**config.mk**
```make
export PLATFORM = sky130hd
export DESIGN_NAME = mem_load_check
export DESIGN_NICKNAME = d
export VERILOG_FILES = /design/src/rtl/mem_load_check.sv
export SDC_FILE = /design/constraint.sdc
export NUM_CORES = 1
export LEC_CHECK = 0
export ABC_AREA = 1
export ABC_CLOCK_PERIOD_IN_PS = 4500
export BUFFER_PORTS_ARGS = -buffer_cell sky130_fd_sc_hd__clkbuf_2
export CAP_MARGIN = 30
export CORE_AREA = 2 2 179 181
export CTS_CLUSTER_SIZE = 12
export DETAILED_ROUTE_END_ITERATION = 16
export DIE_AREA = 0 0 181 183
export PLACE_DENSITY_LB_ADDON = 0.2
export SLEW_MARGIN = 40
export SYNTH_ARGS = -nofsm -noshare
export SYNTH_HDL_FRONTEND = slang
export SYNTH_SLANG_ARGS = --single-unit
```
**constraint.sdc**
```tcl
create_clock -name clk -period 4.5 [get_ports clk]
set_input_delay 0.9 -clock clk [delete_from_list [all_inputs] [get_ports clk]]
set_output_delay 0.9 -clock clk [all_outputs]
set_load 0.01 [all_outputs]
```
**src/rtl/mem_load_check.sv**
```systemverilog
// mem_load_check: preload / run / check sequencer for one CPU memory port.
// Optional watchdog: define LOADCHK_TIMEOUT_EN.
module mem_load_check #(
    parameter int          DATA_W     = 64,
    parameter int          ADDR_W     = 64,
    parameter int          DEPTH      = 1024,
    parameter int          BYTE_SHIFT = 3,
    parameter int          RD_LAT     = 1,
    parameter logic [6:0]  STOP_OP    = 7'b1111110,
    parameter int          CYC_W      = 32,
    parameter int          TIMEOUT    = 2**20,
    localparam int         IDX_W      = $clog2(DEPTH) + 1
) (
    input  logic              clk,
    input  logic              arst_n,
    input  logic              start,
    input  logic [IDX_W-1:0]  load_len,
    input  logic [IDX_W-1:0]  chk_base,
    input  logic [IDX_W-1:0]  chk_len,
    input  logic              src_valid,
    input  logic [DATA_W-1:0] src_data,
    output logic              src_ready,
    input  logic              exp_valid,
    input  logic [DATA_W-1:0] exp_data,
    output logic              exp_ready,
    output logic [ADDR_W-1:0] mem_addr,
    output logic              mem_wen,
    output logic              mem_ren,
    output logic [DATA_W-1:0] mem_wdata,
    input  logic [DATA_W-1:0] mem_rdata,
    input  logic [31:0]       instr,
    output logic              cpu_enable,
    output logic              busy,
    output logic              done,
    output logic              pass,
    output logic [IDX_W-1:0]  err_count,
    output logic [IDX_W-1:0]  first_err,
    output logic [3:0]        test_id,
    output logic [CYC_W-1:0]  cycles,
    output logic              timeout
);

    typedef enum logic [2:0] {
        S_IDLE,
        S_LOAD,
        S_RUN,
        S_CHECK,
        S_DRAIN,
        S_FIN
    } state_t;

    state_t             r_state;
    logic [IDX_W-1:0]   r_load_len;
    logic [IDX_W-1:0]   r_chk_base;
    logic [IDX_W-1:0]   r_chk_len;
    logic [IDX_W-1:0]   r_load_idx;
    logic [IDX_W-1:0]   r_chk_idx;
    logic [CYC_W-1:0]   r_cycles;
    logic [3:0]         r_test_id;
    logic [IDX_W-1:0]   r_err_count;
    logic [IDX_W-1:0]   r_first_err;
    logic               r_pass;
    logic               r_done;

    logic [RD_LAT-1:0]  r_dl_vld;
    logic [DATA_W-1:0]  r_dl_exp [RD_LAT];
    logic [IDX_W-1:0]   r_dl_idx [RD_LAT];

    logic               w_stop;
    logic               w_mis;
    logic [IDX_W-1:0]   w_err_nxt;
    logic               w_dl_pend;
    logic [ADDR_W-1:0]  w_chk_word;
    logic               w_unused;

`ifdef LOADCHK_TIMEOUT_EN
    logic               r_timeout;
    logic               w_wdog;
    assign w_wdog  = (r_cycles + CYC_W'(1)) == CYC_W'(TIMEOUT);
    assign timeout = r_timeout;
`else
    assign timeout = 1'b0;
`endif

    assign w_unused   = (^instr[27:7]) ^ (TIMEOUT == 0);
    assign w_stop     = instr[6:0] == STOP_OP;
    assign w_chk_word = ADDR_W'(r_chk_base) + ADDR_W'(r_chk_idx);

    // Compare the oldest delay-line entry against returning read data
    assign w_mis = r_dl_vld[RD_LAT-1] && (mem_rdata != r_dl_exp[RD_LAT-1]);
    assign w_err_nxt = (w_mis && (r_err_count != '1)) ?
                       r_err_count + IDX_W'(1) : r_err_count;

    // Entries still ahead of the compare stage keep DRAIN waiting
    always_comb begin
        w_dl_pend = 1'b0;
        for (int i = 0; i < RD_LAT - 1; i++) begin
            w_dl_pend = w_dl_pend | r_dl_vld[i];
        end
    end

    assign busy       = r_state != S_IDLE;
    assign cpu_enable = r_state == S_RUN;
    assign done       = r_done;
    assign pass       = r_pass;
    assign err_count  = r_err_count;
    assign first_err  = r_first_err;
    assign test_id    = r_test_id;
    assign cycles     = r_cycles;

    // Memory port and stream handshakes decoded from state and counters
    always_comb begin
        src_ready = 1'b0;
        exp_ready = 1'b0;
        mem_wen   = 1'b0;
        mem_ren   = 1'b0;
        mem_addr  = '0;
        mem_wdata = '0;
        unique case (r_state)
            S_LOAD: begin
                src_ready = 1'b1;
                mem_wen   = src_valid;
                mem_wdata = src_data;
                mem_addr  = ADDR_W'(r_load_idx) << BYTE_SHIFT;
            end
            S_CHECK: begin
                exp_ready = exp_valid;
                mem_ren   = exp_valid;
                mem_addr  = w_chk_word << BYTE_SHIFT;
            end
            default: begin
            end
        endcase
    end

    // Expected data and index ride alongside the memory read latency
    always_ff @(posedge clk or negedge arst_n) begin
        if (!arst_n) begin
            r_dl_vld <= '0;
            for (int i = 0; i < RD_LAT; i++) begin
                r_dl_exp[i] <= '0;
                r_dl_idx[i] <= '0;
            end
        end else begin
            r_dl_vld[0] <= (r_state == S_CHECK) && exp_valid;
            r_dl_exp[0] <= exp_data;
            r_dl_idx[0] <= r_chk_base + r_chk_idx;
            for (int i = 1; i < RD_LAT; i++) begin
                r_dl_vld[i] <= r_dl_vld[i-1];
                r_dl_exp[i] <= r_dl_exp[i-1];
                r_dl_idx[i] <= r_dl_idx[i-1];
            end
        end
    end

    // Sequencer FSM with result status registers
    always_ff @(posedge clk or negedge arst_n) begin
        if (!arst_n) begin
            r_state     <= S_IDLE;
            r_load_len  <= '0;
            r_chk_base  <= '0;
            r_chk_len   <= '0;
            r_load_idx  <= '0;
            r_chk_idx   <= '0;
            r_cycles    <= '0;
            r_test_id   <= '0;
            r_err_count <= '0;
            r_first_err <= '1;
            r_pass      <= 1'b0;
            r_done      <= 1'b0;
`ifdef LOADCHK_TIMEOUT_EN
            r_timeout   <= 1'b0;
`endif
        end else begin
            r_done      <= 1'b0;
            r_err_count <= w_err_nxt;
            if (w_mis && (r_err_count == '0)) begin
                r_first_err <= r_dl_idx[RD_LAT-1];
            end
            unique case (r_state)
                S_IDLE: begin
                    if (start) begin
                        r_load_len  <= load_len;
                        r_chk_base  <= chk_base;
                        r_chk_len   <= chk_len;
                        r_load_idx  <= '0;
                        r_chk_idx   <= '0;
                        r_cycles    <= '0;
                        r_test_id   <= '0;
                        r_err_count <= '0;
                        r_first_err <= '1;
                        r_pass      <= 1'b0;
`ifdef LOADCHK_TIMEOUT_EN
                        r_timeout   <= 1'b0;
`endif
                        r_state <= (load_len == '0) ? S_RUN : S_LOAD;
                    end
                end
                S_LOAD: begin
                    if (src_valid) begin
                        r_load_idx <= r_load_idx + IDX_W'(1);
                        if (r_load_idx + IDX_W'(1) == r_load_len) begin
                            r_state <= S_RUN;
                        end
                    end
                end
                S_RUN: begin
                    r_cycles <= r_cycles + CYC_W'(1);
                    if (w_stop) begin
                        r_test_id <= instr[31:28];
                        if (r_chk_len == '0) begin
                            r_state <= S_FIN;
                            r_done  <= 1'b1;
                            r_pass  <= 1'b1;
                        end else begin
                            r_state <= S_CHECK;
                        end
                    end
`ifdef LOADCHK_TIMEOUT_EN
                    else if (w_wdog) begin
                        r_timeout <= 1'b1;
                        if (r_chk_len == '0) begin
                            r_state <= S_FIN;
                            r_done  <= 1'b1;
                            r_pass  <= 1'b0;
                        end else begin
                            r_state <= S_CHECK;
                        end
                    end
`endif
                end
                S_CHECK: begin
                    if (exp_valid) begin
                        r_chk_idx <= r_chk_idx + IDX_W'(1);
                        if (r_chk_idx + IDX_W'(1) == r_chk_len) begin
                            r_state <= S_DRAIN;
                        end
                    end
                end
                S_DRAIN: begin
                    if (!w_dl_pend) begin
                        r_state <= S_FIN;
                        r_done  <= 1'b1;
                        r_pass  <= (w_err_nxt == '0) && !timeout;
                    end
                end
                S_FIN: begin
                    r_state <= S_IDLE;
                end
                default: begin
                    r_state <= S_IDLE;
                end
            endcase
        end
    end

endmodule
```
==> results.md <==
* GRT Resource Usage Total at 0.180
* Drt via density at 4.36
* Post-route setup TNS at 0 ns
* Clk buf depth at 2
* First-pass GRT wire length at 47.3 mm
* Internal Power at 3.68 mW
* Critical path class: reg2out
* Vias in the first global route at 9,196
* Routed via count at 9,863
* Clock transition at the registers of the reported paths at roughly 0.080 ns
* Synth cell types at 47
* RSZ-0062 raised after global routing: false
* Seq pwr share at 0.380
* Seq/Total Area, Yosys at 0.450
* DIE HEIGHT at around 180 µm
* Req. time, crit path at around 3.6 ns
* Inserted Clock Buffers at 17
* Max-cap violations at 0
* Pwr Density at 459 mW/mm²
* Synth top area share at 0.424
* Setup Skew at ~0.019 ns
* CTS tree: built
* Dpl ws at 1.45 ns
* Setup Fix Bufs, Post-CTS at 0
* Hold Crit Class: reg2reg
* Switching power at 2.53 mW
* Synthesis-to-layout area growth at 25.2%
* Critical Path Sink Type: output pin
* Shortest period the worst path allows at 3.51 ns
* Antenna Cells at 0
* Fmax achieved at 285 MHz
* Crit-path max FO at 5
* 1st-pass router iterations at 4
* Largest area contributor in the netlist: dfrtp_1
* Top cells by area, synth: dfrtp_1 (42%), nand2_1 (13%), inv_1 (9.8%), nor2_1 (7.0%), buf_4 (3.8%)
* Sw frac at 0.408
* Ys async rst share at 1.00
* Number of failing hold endpoints at the final stage at 0
* VDD IR max at 279 µV
* Clk sink count at 194
* Final Setup Violations at 0
* Fraction of layout cells with a size suffix above 1 at 0.250
* Initial DRC count at 448
* Final slew viol count at 0
* Warnings from Yosys at 0
* Clock group share of total power at 0.238
* Tcrit/Tclk final at 0.780
* Worst Setup Start Kind: register
* Starting density of the core at 0.346
* Drt wl/cell at 13.4 µm
* Seq cells post-synth at 194
* Initial antenna violation count at 0
* Global route overflow at 0
* CTS resizes at 0
* Port bufs at 382
* Main synth FF type: dfrtp_1
* Mean Syn Cell Area at 7.35 µm²
* Clock Latency Late Sink at 0.45 ns
* Leakage Power at 7.75 nW
* Routed WL at 30.2 mm
* Core box area at between 0.03 and 0.04 mm²
* Rel. slew slack at 0.559
* FP Rows at 65
* # DRC at 0
* Hold Buf Count CTS at 0
* PnR worst setup slack at 0.988 ns
* Post-Syn Instances at 1,470
* Mapped cell area at about 0.011 mm²
* Root Buffer: clkbuf_16
* GPL Wtd Cong at between 0.8 and 0.9
* H-Tree Depth at 4
* Die area at 0.0331 mm²
* Status: finished, final reports clean
* Final Net Count at 2,125
* WP data arrival at 2.61 ns
* Post-route ant nets at 0
* Combinational share of power at 0.382
* EDFF count, synth at 0
* Largest net degree at the start of global routing at 119
* Worst slew pin tran at 0.662 ns
* Die X at about 180 µm
* # IOs at 457
* Detailed Place HPWL at ~24 mm
* Total power draw at 6.21 mW
## through the flow
| stage | hold WS (ns) | area, µm² | instances | util |
|---|---|---|---|---|
| final | 0.459 | 13500 | 2261 | 0.433 |
| after CTS | 0.458 | 13500 | 2261 | 0.433 |
| after detailed placement | 0.437 | 13000 | 2229 | 0.416 |
| after floorplan | 0.430 | 11000 | 1522 | - |
| after global routing | 0.474 | 13500 | 2261 | 0.433 |
| after global placement | 0.444 | 13000 | 2229 | 0.415 |
## cell usage in the layout (no fill, tap or decap), types with 4 or more instances in the layout
cell and instances:
a31oi_1 4, dfrtp_1 183, nand4_1 20, dfstp_2 11, nor3_1 11, clkbuf_2 381, ha_1 16, a21oi_1 36
inv_6 6, buf_4 4, xor2_1 34, clkbuf_16 17, inv_1 281, nor2_1 202, o22ai_1 24, nor2_4 6
nand3_1 54, nor4_1 7, nor2_2 6, xnor2_1 8, nand2_1 377, o21ai_0 63, conb_1 53, or2_2 7
## cell families (layout without fill, tap and decap cells)
group                      after synthesis  count (layout)  synth area share
AOI/OAI and AO/OA                      139             139            0.0715
other                                    1              53          0.000347
muxes                                    3               3           0.00278
xor gates and xnor gates                42              42            0.0340
adders and majority gates               17              17            0.0204
and+or+nand+nor                        707             707             0.274
DFF                                    194             194             0.450
buffers and inverters                  367             704             0.147
## layer usage
layer | global-route usage | wire (µm) | vias to the layer above
met1 | 0.238 | 13800 | 4424
met2 | 0.287 | 13800 | 290
met3 | 0.0598 | 2390 | 20
met4 | 0.0442 | 239 | 0
li1 | - | - | 5129
met5 | 0 | 0 | -
## worst paths after layout
| kind | start | to | slack, ns | cells after the start |
|---|---|---|---|---|
| min reg2reg | r_dl_idx[5] | first_err[5] | 0.46 | 2 |
| min | r_dl_idx[5] | first_err[5] | 0.46 | 2 |
| max | r_chk_idx[2] | mem_addr[12] | 0.99 | 10 |
| max in group asynchronous | arst_n | cycles[26] | 2.92 | 2 |
| min in group asynchronous | arst_n | r_dl_exp[41] | 0.47 | 1 |
| max reg2reg | r_state[0] | r_load_idx[3] | 1.83 | 10 |
## power groups by stage
stage / Sequential (mW) / Clock (mW) / Combinational [mW]
floorplan: 2.38 / 0 / 1.52
CTS: 2.36 / 1.53 / 2.40
finish: 2.36 / 1.48 / 2.37
detailed placement: 2.39 / 0 / 2.39
global route: 2.41 / 1.60 / 2.70
global placement: 2.39 / 0 / 2.35
## worst max-delay path, stage by stage (launching register included)
cell      delay (ns)
dfrtp_1         0.43
ha_1            0.39
nand3_1         0.08
and2_1          0.17
o221ai_1        0.28
nand2_1         0.08
a31oi_1         0.23
xor2_1          0.21
nand2_1         0.06
o21ai_0         0.07
clkbuf_2        0.16
## cells in the mapped netlist (2+ instances only)
master    instances
nand4_1          20
o21ai_0          63
a21oi_1          36
clkbuf_1         27
nand3_1          54
nand2_4           2
nor3_2            2
nor2_4            5
xnor2_1           8
nand2_1         377
nor4_1            7
inv_1           281
nor2_1          203
or2_2             7
buf_4            55
nand3b_1          2
o221ai_1          3
dfrtp_1         183
a31oi_1           4
mux2i_1           3
ha_1             16
xor2_1           34
nor3_1           11
nand3_2           3
dfstp_2          11
o22ai_1          24
nand2_2           3
clkinv_1          2
nor2_2            6
## area by class of cell
type / instances / area, µm²
fillers: 3257 / 17700
flip-flops and latches: 194 / 4870
multi-input cells: 961 / 4560
repair buffers: 387 / 1970
inverters: 285 / 1070
well taps: 402 / 503
clock buffers: 19 / 433
clock inverters: 13 / 120
## registers in the layout (all words and copies together), names as in the netlist
signal / flops
done: 1
err_count: 11
pass: 1
r_load_idx: 11
test_id: 4
r_chk_len: 11
r_chk_idx: 11
r_state: 3
cycles: 32
r_chk_base: 11
r_dl_vld: 1
first_err: 11
r_load_len: 11
r_dl_exp: 64
r_dl_idx: 11
No activity file was read; power rests on OpenSTA's default activity.
